File: src/rtl/im_fetch.sv
// Instruction-fetch front end: drives the IM read port, buffers returned words with their
// PCs in a small prefetch queue and hands them to decode over a valid/ready handshake.
module im_fetch #(
    parameter int unsigned ADDR_W   = 10,
    parameter int unsigned DEPTH    = 2,
    parameter logic [31:0] RESET_PC = 32'h0000_0000
) (
    input  logic              clk,
    input  logic              rst,
    output logic              IM_read,
    output logic [ADDR_W-1:0] IM_addr,
    input  logic [31:0]       IM_out,
    input  logic              redirect_valid,
    input  logic [31:0]       redirect_pc,
    output logic              inst_valid,
    input  logic              inst_ready,
    output logic [31:0]       inst_out,
    output logic [31:0]       inst_pc
);

    localparam int unsigned     PtrW     = $clog2(DEPTH);
    localparam int unsigned     CntW     = PtrW + 1;
    localparam logic [CntW-1:0] DepthCnt = CntW'(DEPTH);
    localparam logic [31:0]     ResetFpc = {RESET_PC[31:2], 2'b00};

    logic [31:0]     fpc_q, fpc_d;
    logic [PtrW-1:0] rd_ptr_q, rd_ptr_d;
    logic [PtrW-1:0] wr_ptr_q, wr_ptr_d;
    logic [CntW-1:0] count_q, count_d;
    logic [31:0]     word_q [DEPTH];
    logic [31:0]     pc_q   [DEPTH];

    logic head_valid;
    logic pop;
    logic fetch;

    // A pop frees a slot in the same cycle, so a full queue can still fetch.
    always_comb begin
        head_valid = (count_q != '0);
        pop        = head_valid & inst_ready & ~redirect_valid;
        fetch      = ~rst & ~redirect_valid & ((count_q < DepthCnt) | pop);
    end

    always_comb begin
        fpc_d    = fpc_q;
        rd_ptr_d = rd_ptr_q;
        wr_ptr_d = wr_ptr_q;
        count_d  = count_q;
        if (redirect_valid) begin
            fpc_d    = {redirect_pc[31:2], 2'b00};
            rd_ptr_d = '0;
            wr_ptr_d = '0;
            count_d  = '0;
        end else begin
            if (fetch) begin
                fpc_d    = fpc_q + 32'd4;
                wr_ptr_d = wr_ptr_q + PtrW'(1);
            end
            if (pop) begin
                rd_ptr_d = rd_ptr_q + PtrW'(1);
            end
            count_d = count_q + CntW'(fetch) - CntW'(pop);
        end
    end

    always_ff @(posedge clk) begin
        if (rst) begin
            fpc_q    <= ResetFpc;
            rd_ptr_q <= '0;
            wr_ptr_q <= '0;
            count_q  <= '0;
            for (int i = 0; i < DEPTH; i++) begin
                word_q[i] <= '0;
                pc_q[i]   <= '0;
            end
        end else begin
            fpc_q    <= fpc_d;
            rd_ptr_q <= rd_ptr_d;
            wr_ptr_q <= wr_ptr_d;
            count_q  <= count_d;
            if (fetch) begin
                word_q[wr_ptr_q] <= IM_out;
                pc_q[wr_ptr_q]   <= fpc_q;
            end
        end
    end

    assign IM_read    = fetch;
    assign IM_addr    = fpc_q[ADDR_W+1:2];
    // Outputs are forced quiet while rst is held, even before the reset edge lands.
    assign inst_valid = head_valid & ~redirect_valid & ~rst;
    assign inst_out   = rst ? 32'h0 : word_q[rd_ptr_q];
    assign inst_pc    = rst ? 32'h0 : pc_q[rd_ptr_q];

endmodule

File: config.mk
export PLATFORM = sky130hd
export DESIGN_NAME = im_fetch
export DESIGN_NICKNAME = d
export VERILOG_FILES = /design/src/rtl/im_fetch.sv
export SDC_FILE = /design/constraint.sdc
export NUM_CORES = 1
export LEC_CHECK = 0
export CORE_UTILIZATION = 55
export CTS_CLUSTER_DIAMETER = 80
export CTS_CLUSTER_SIZE = 40
export DETAILED_ROUTE_END_ITERATION = 10
export PLACE_DENSITY = 0.86
export SYNTH_ARGS = -nofsm -noshare
export SYNTH_HDL_FRONTEND = slang
export SYNTH_SLANG_ARGS = --single-unit
File: constraint.sdc
create_clock -name clk -period 8.97 [get_ports clk]
set_clock_uncertainty 0.1 [all_clocks]
set_input_delay 1.794 -clock clk [delete_from_list [all_inputs] [get_ports clk]]
set_output_delay 1.794 -clock clk [all_outputs]
set_load 0.02 [all_outputs]
---- After elaboration in Yosys (flattened, before gate mapping) ----
Memory sizes are Yosys's and may differ from the RTL's. A register that Yosys moved wholly into a read port is not among the register bits.
Index checks and enable logic that the tools add are counted.
cells by class
  magnitude comparators ................... 1
  reduce and logical (&&, ||, !) cells .... 5
  multiplexer cells ....................... 19
  add/subtract/negate cells ............... 5
  bitwise operators ....................... 9
operators with widths
  operator                                                         count
  32-bit two-way mux                                               6
  32-bit OR reduction                                              2
  32-bit by 3-bit adder with 32-bit output, second input constant  1
  1-bit two-way mux                                                13
  1-bit bitwise AND                                                6
  2-bit nonzero test                                               2
  1-bit adder, second input constant                               2
  2-bit by 1-bit adder with 2-bit output                           1
  2-bit < comparator, second input constant                        1
  1-bit inverter                                                   2
  2-bit OR reduction                                               1
  2-bit by 1-bit subtractor with 2-bit output                      1
  1-bit OR                                                         1
storage, ports and cells
  RAM bits ................................ 128
  bits of input ports ..................... 68
  memories ................................ 2
  output and inout bits ................... 76
  bits in registers ....................... 36
memories
  name    depth  bits a word  read ports  clocked after Yosys merged registers in  write ports  line  RTL
  pc_q    2      32           1           1                                        2            31    logic [31:0] pc_q [DEPTH];
  word_q  2      32           1           1                                        2            30    logic [31:0] word_q [DEPTH];

---- Logic depth before layout (Yosys ltp) ----
  depth after elaboration ................. 10
  mapped depth ............................ 10
  depth with buffers taken out ............ 8

---- Worst setup path after synthesis ----
No wires, ideal clock.
  path kind ............................... input-to-reg
  start point ............................. in rst
  end point ............................... mem pc_q[1][10], enable pin
  path slack .............................. 4029 ps
  arrival time ............................ 4423 ps
  path buffers ............................ 3
  cell stages on the path ................. 7
  path through ............................ clkbuf_2 nor2_1 nand2_1 inv_1 clkbuf_1 clkbuf_1 a21o_1
RTL lines
  item             line  RTL
  start, declared  9     input logic rst,
  end, declared    31

---- Final worst setup path ----
  start point ............................. in redirect_valid
  end point ............................... out IM_read
between the ends
  word-level cells in the longest chain between the ends .. 4
RTL lines
  item                   line    RTL
  start, declared        13      input logic redirect_valid,
  1-bit inverter (*)     40, 41
  1-bit bitwise AND      40      pop = head_valid & inst_ready & ~redirect_valid;
  1-bit OR               41      fetch = ~rst & ~redirect_valid & ((count_q < DepthCnt) | pop);
  1-bit bitwise AND (*)  41
  end, declared          10      output logic IM_read,
Mark *: on every way between the ends. The rest lies on a longest branch, timed or not.

==> results.toml <==
[status]
status = "complete, no violations"

[sta]
setup_viol = 0
hold_viol = 0
tightest_slew_ns = 1.16
fmax_mhz = 162
finalMaxSlewViolations = 0
finalSetupTns_ns = 0
post-route-min-period_ns = 6.19
max_slew_margin = 0.224
hold_slack_ns = 0.433
min_period_over_period = 0.690
rsz0062_at_grt = "no"

[clock_tree]
ctsResizeCount = 0
cts_setup_buffers = 0
clkTransAtPathRegs_ns = 0.06
cts_made_buffers = 17
cts_max_level = 4
cts_tree = "built"
cts_buffer_depth = 2
cts_hold_buffers = 0
clock_latency_ns = 0.43
cts_root_buf = "clkbuf_16"
cts.sinks = 159

[synthesis]
synth_cell_types = 46
synth_mux_area_frac = 0.0886
synth_fa_ha_area_frac = 0.00494
syn-instance-count = 667
synth-compound-area-share = 0.0390
synth_top_family_by_area = "simple AND/OR/NAND/NOR gates"
synth_edf_count = 124
async_flop_share = 0
synth.largest_area_cell = "edfxtp_1"
synth_xor_area_frac = 0.0242
synth_ff_type = "edfxtp_1"
synth_area_mm2 = 0.00760
synth-simple-area-share = 0.216
yosys_warnings = 0
synth-seq-area-share = 0.582
synth_seq_cells = 159
synth_top_area_share = 0.490
syn_area_per_cell_um2 = 11.4
ys_top_cells_by_area = "edfxtp_1 (49%), dfxtp_1 (9.2%), mux2i_1 (8.6%)"

[final_layout]
drive_gt1_frac = 0.0703
syn_to_final_growth_pct = 26.2
diodes = 0
layout.nets = 840

[critical_path]
worstReg2RegEnd = "word_q[1][22]$_SDFFCE_PN0P_"
r2r_slack_ns = 5.64
worstPathMaxFanout = 21
worst_r2r_path_depth = 6
crit_start = "redirect_valid"
criticalPathCategory = "primary input to primary output"
crit_path_end_kind = "primary output"
cp_data_arrival_time_ns = 4.30
r2r-start = "count_q[1]$_SDFF_PP0_"
worst_ep_required_time_ns = 7.08
start_kind = "primary input"

[grt]
antenna_found_initial = 0
grt_max_degree = 86
grt_pass1_vias = 5337
global_route.usage.total = 0.245
grt_pass1_wl_um = 26900
overflow = 0

[power]
finalPower_mw = 1.83
p_leak_nw = 3.58
vdd_drop_max_mv = 0.137
p_per_area_mw_per_mm2 = 190

[route]
wl_per_cell_um = 17.9
routed_wl_um = 17100
postRouteAntennaNets = 0
drt_iter0_drc = 458
vias = 5464
vias_per_cell = 5.70
dr.pass1.iters = 5
post-route-drc-count = 0

[placement]
gp_congestion = 0.895
dp_hpwl_um = 10600
portBuffers = 139

[worst_hold_path]
hold_depth = 2
hp-start = "rd_ptr_q$_SDFFE_PP0P_"
holdCritPathClass = "flip-flop to flip-flop"
min_to = "rd_ptr_q$_SDFFE_PP0P_"

[floorplan]
die_y_um = 120
num_rows = 42
die_width_um = 120
initial_utilization = 0.569
core_area_mm2 = 0.0133
num_io_pins = 144
design.die.area_mm2 = 0.0143

[run]
cap_violations = 0
## Yosys cell counts, types with 2 or more instances
library cell,instances
dfxtp_1,35
buf_4,12
mux2_2,2
a21oi_1,14
o311ai_0,3
nor4_1,5
nor3_1,6
and3_1,67
and2_1,65
xnor2_1,14
o211ai_1,2
nor4_2,3
inv_1,6
ha_1,3
buf_6,4
nand2_1,29
clkbuf_1,43
nand4_2,2
buf_1,3
mux2i_1,65
nor2_1,87
a211oi_1,9
o22ai_1,4
or3_1,4
or4_4,2
nor3b_1,2
or2_1,2
edfxtp_1,124
and4_1,2
nand3_1,11
nand4_1,6
a31oi_1,7
a311oi_1,2
o21ai_0,2
xor2_1,7
or4_1,3
## where the power goes
part	switching [mW]	internal, mW	total [mW]
Clock	0.303	0.470	0.772
Sequential	0.0301	0.839	0.869
Combinational	0.0998	0.0860	0.186
## worst max-delay path by stage
stage | cells after the start | slack (ns) | endpoint
2_1_floorplan | 7 | 4.03 | pc_q[1][10]$_SDFFCE_PN0P_
3_3_place_gp | 5 | 2.91 | IM_read
3_5_place_dp | 5 | 2.81 | IM_read
4_1_cts | 5 | 2.80 | IM_read
5_1_grt | 5 | 2.66 | IM_read
6_report | 5 | 2.78 | IM_read
## stage by stage
step,worst slack (ns),cells,cell area (um^2),util
floorplan,4.03,668,7600,-
global placement,2.91,926,8960,0.671
detailed placement,2.81,926,8960,0.671
CTS,2.80,958,9590,0.719
global route,2.66,958,9590,0.719
finish,2.78,958,9590,0.719
## final cells by class
type	count	area, um^2
inverters	6	22.5
flip-flops and latches	159	4430
clock buffers	17	425
multi-input cells	440	2850
fillers	948	3750
repair buffers	145	1430
clock inverters	15	209
well taps	176	220
## per-layer routing
metal	global-route usage	vias up	part of all wire	wire length, um
li1	-	2577	-	-
met1	0.323	2653	0.43	7360
met2	0.407	215	0.49	8450
met3	0.0404	19	0.058	993
met4	0.0961	0	0.017	294
met5	0	-	0	0
## kinds of logic after synthesis
| kind of cell | after synthesis |
|---|---|
| flops | 159 |
| xor+xnor | 21 |
| other cells | 1 |
| compound gates | 46 |
| buf+inv | 69 |
| simple gates | 301 |
| fa+ha+maj | 3 |
| mux | 67 |
## flip-flops by register name, summed over array words and instances, names as in the netlist, named ones only
| register | count |
|---|---|
| word_q | 64 |
| pc_q | 60 |
| fpc_q | 30 |
| count_q | 2 |
| rd_ptr_q | 1 |
| wr_ptr_q | 1 |
## cells in the final DEF, fill, tap and decap left out, types with 3 or more instances in the layout
master / synthesis / routed
clkdlybuf4s50_1: 0 / 138
edfxtp_1: 124 / 124
nor2_1: 87 / 86
and3_1: 67 / 67
mux2i_1: 65 / 65
and2_1: 65 / 65
dfxtp_1: 35 / 33
nand2_1: 29 / 29
clkbuf_16: 0 / 17
xnor2_1: 14 / 14
a21oi_1: 14 / 14
nand3_1: 11 / 11
a211oi_1: 9 / 9
xor2_1: 7 / 7
a31oi_1: 7 / 7
buf_4: 12 / 7
nor3_1: 6 / 6
nand4_1: 6 / 6
inv_1: 6 / 5
nor4_1: 5 / 5
o22ai_1: 4 / 4
or3_1: 4 / 4
bufinv_16: 0 / 4
inv_6: 0 / 4
nor4_2: 3 / 3
o311ai_0: 3 / 3
or4_1: 3 / 3
ha_1: 3 / 3
clkinvlp_4: 0 / 3
clkinv_4: 0 / 3
## critical path: stages
cell             delay (ns)
clkdlybuf4s50_1        0.85
nor2_1                 0.46
nand2_1                0.39
clkinv_1               0.18
clkdlybuf4s50_1        0.62
Note: power is estimated with default switching activity, not from simulation.
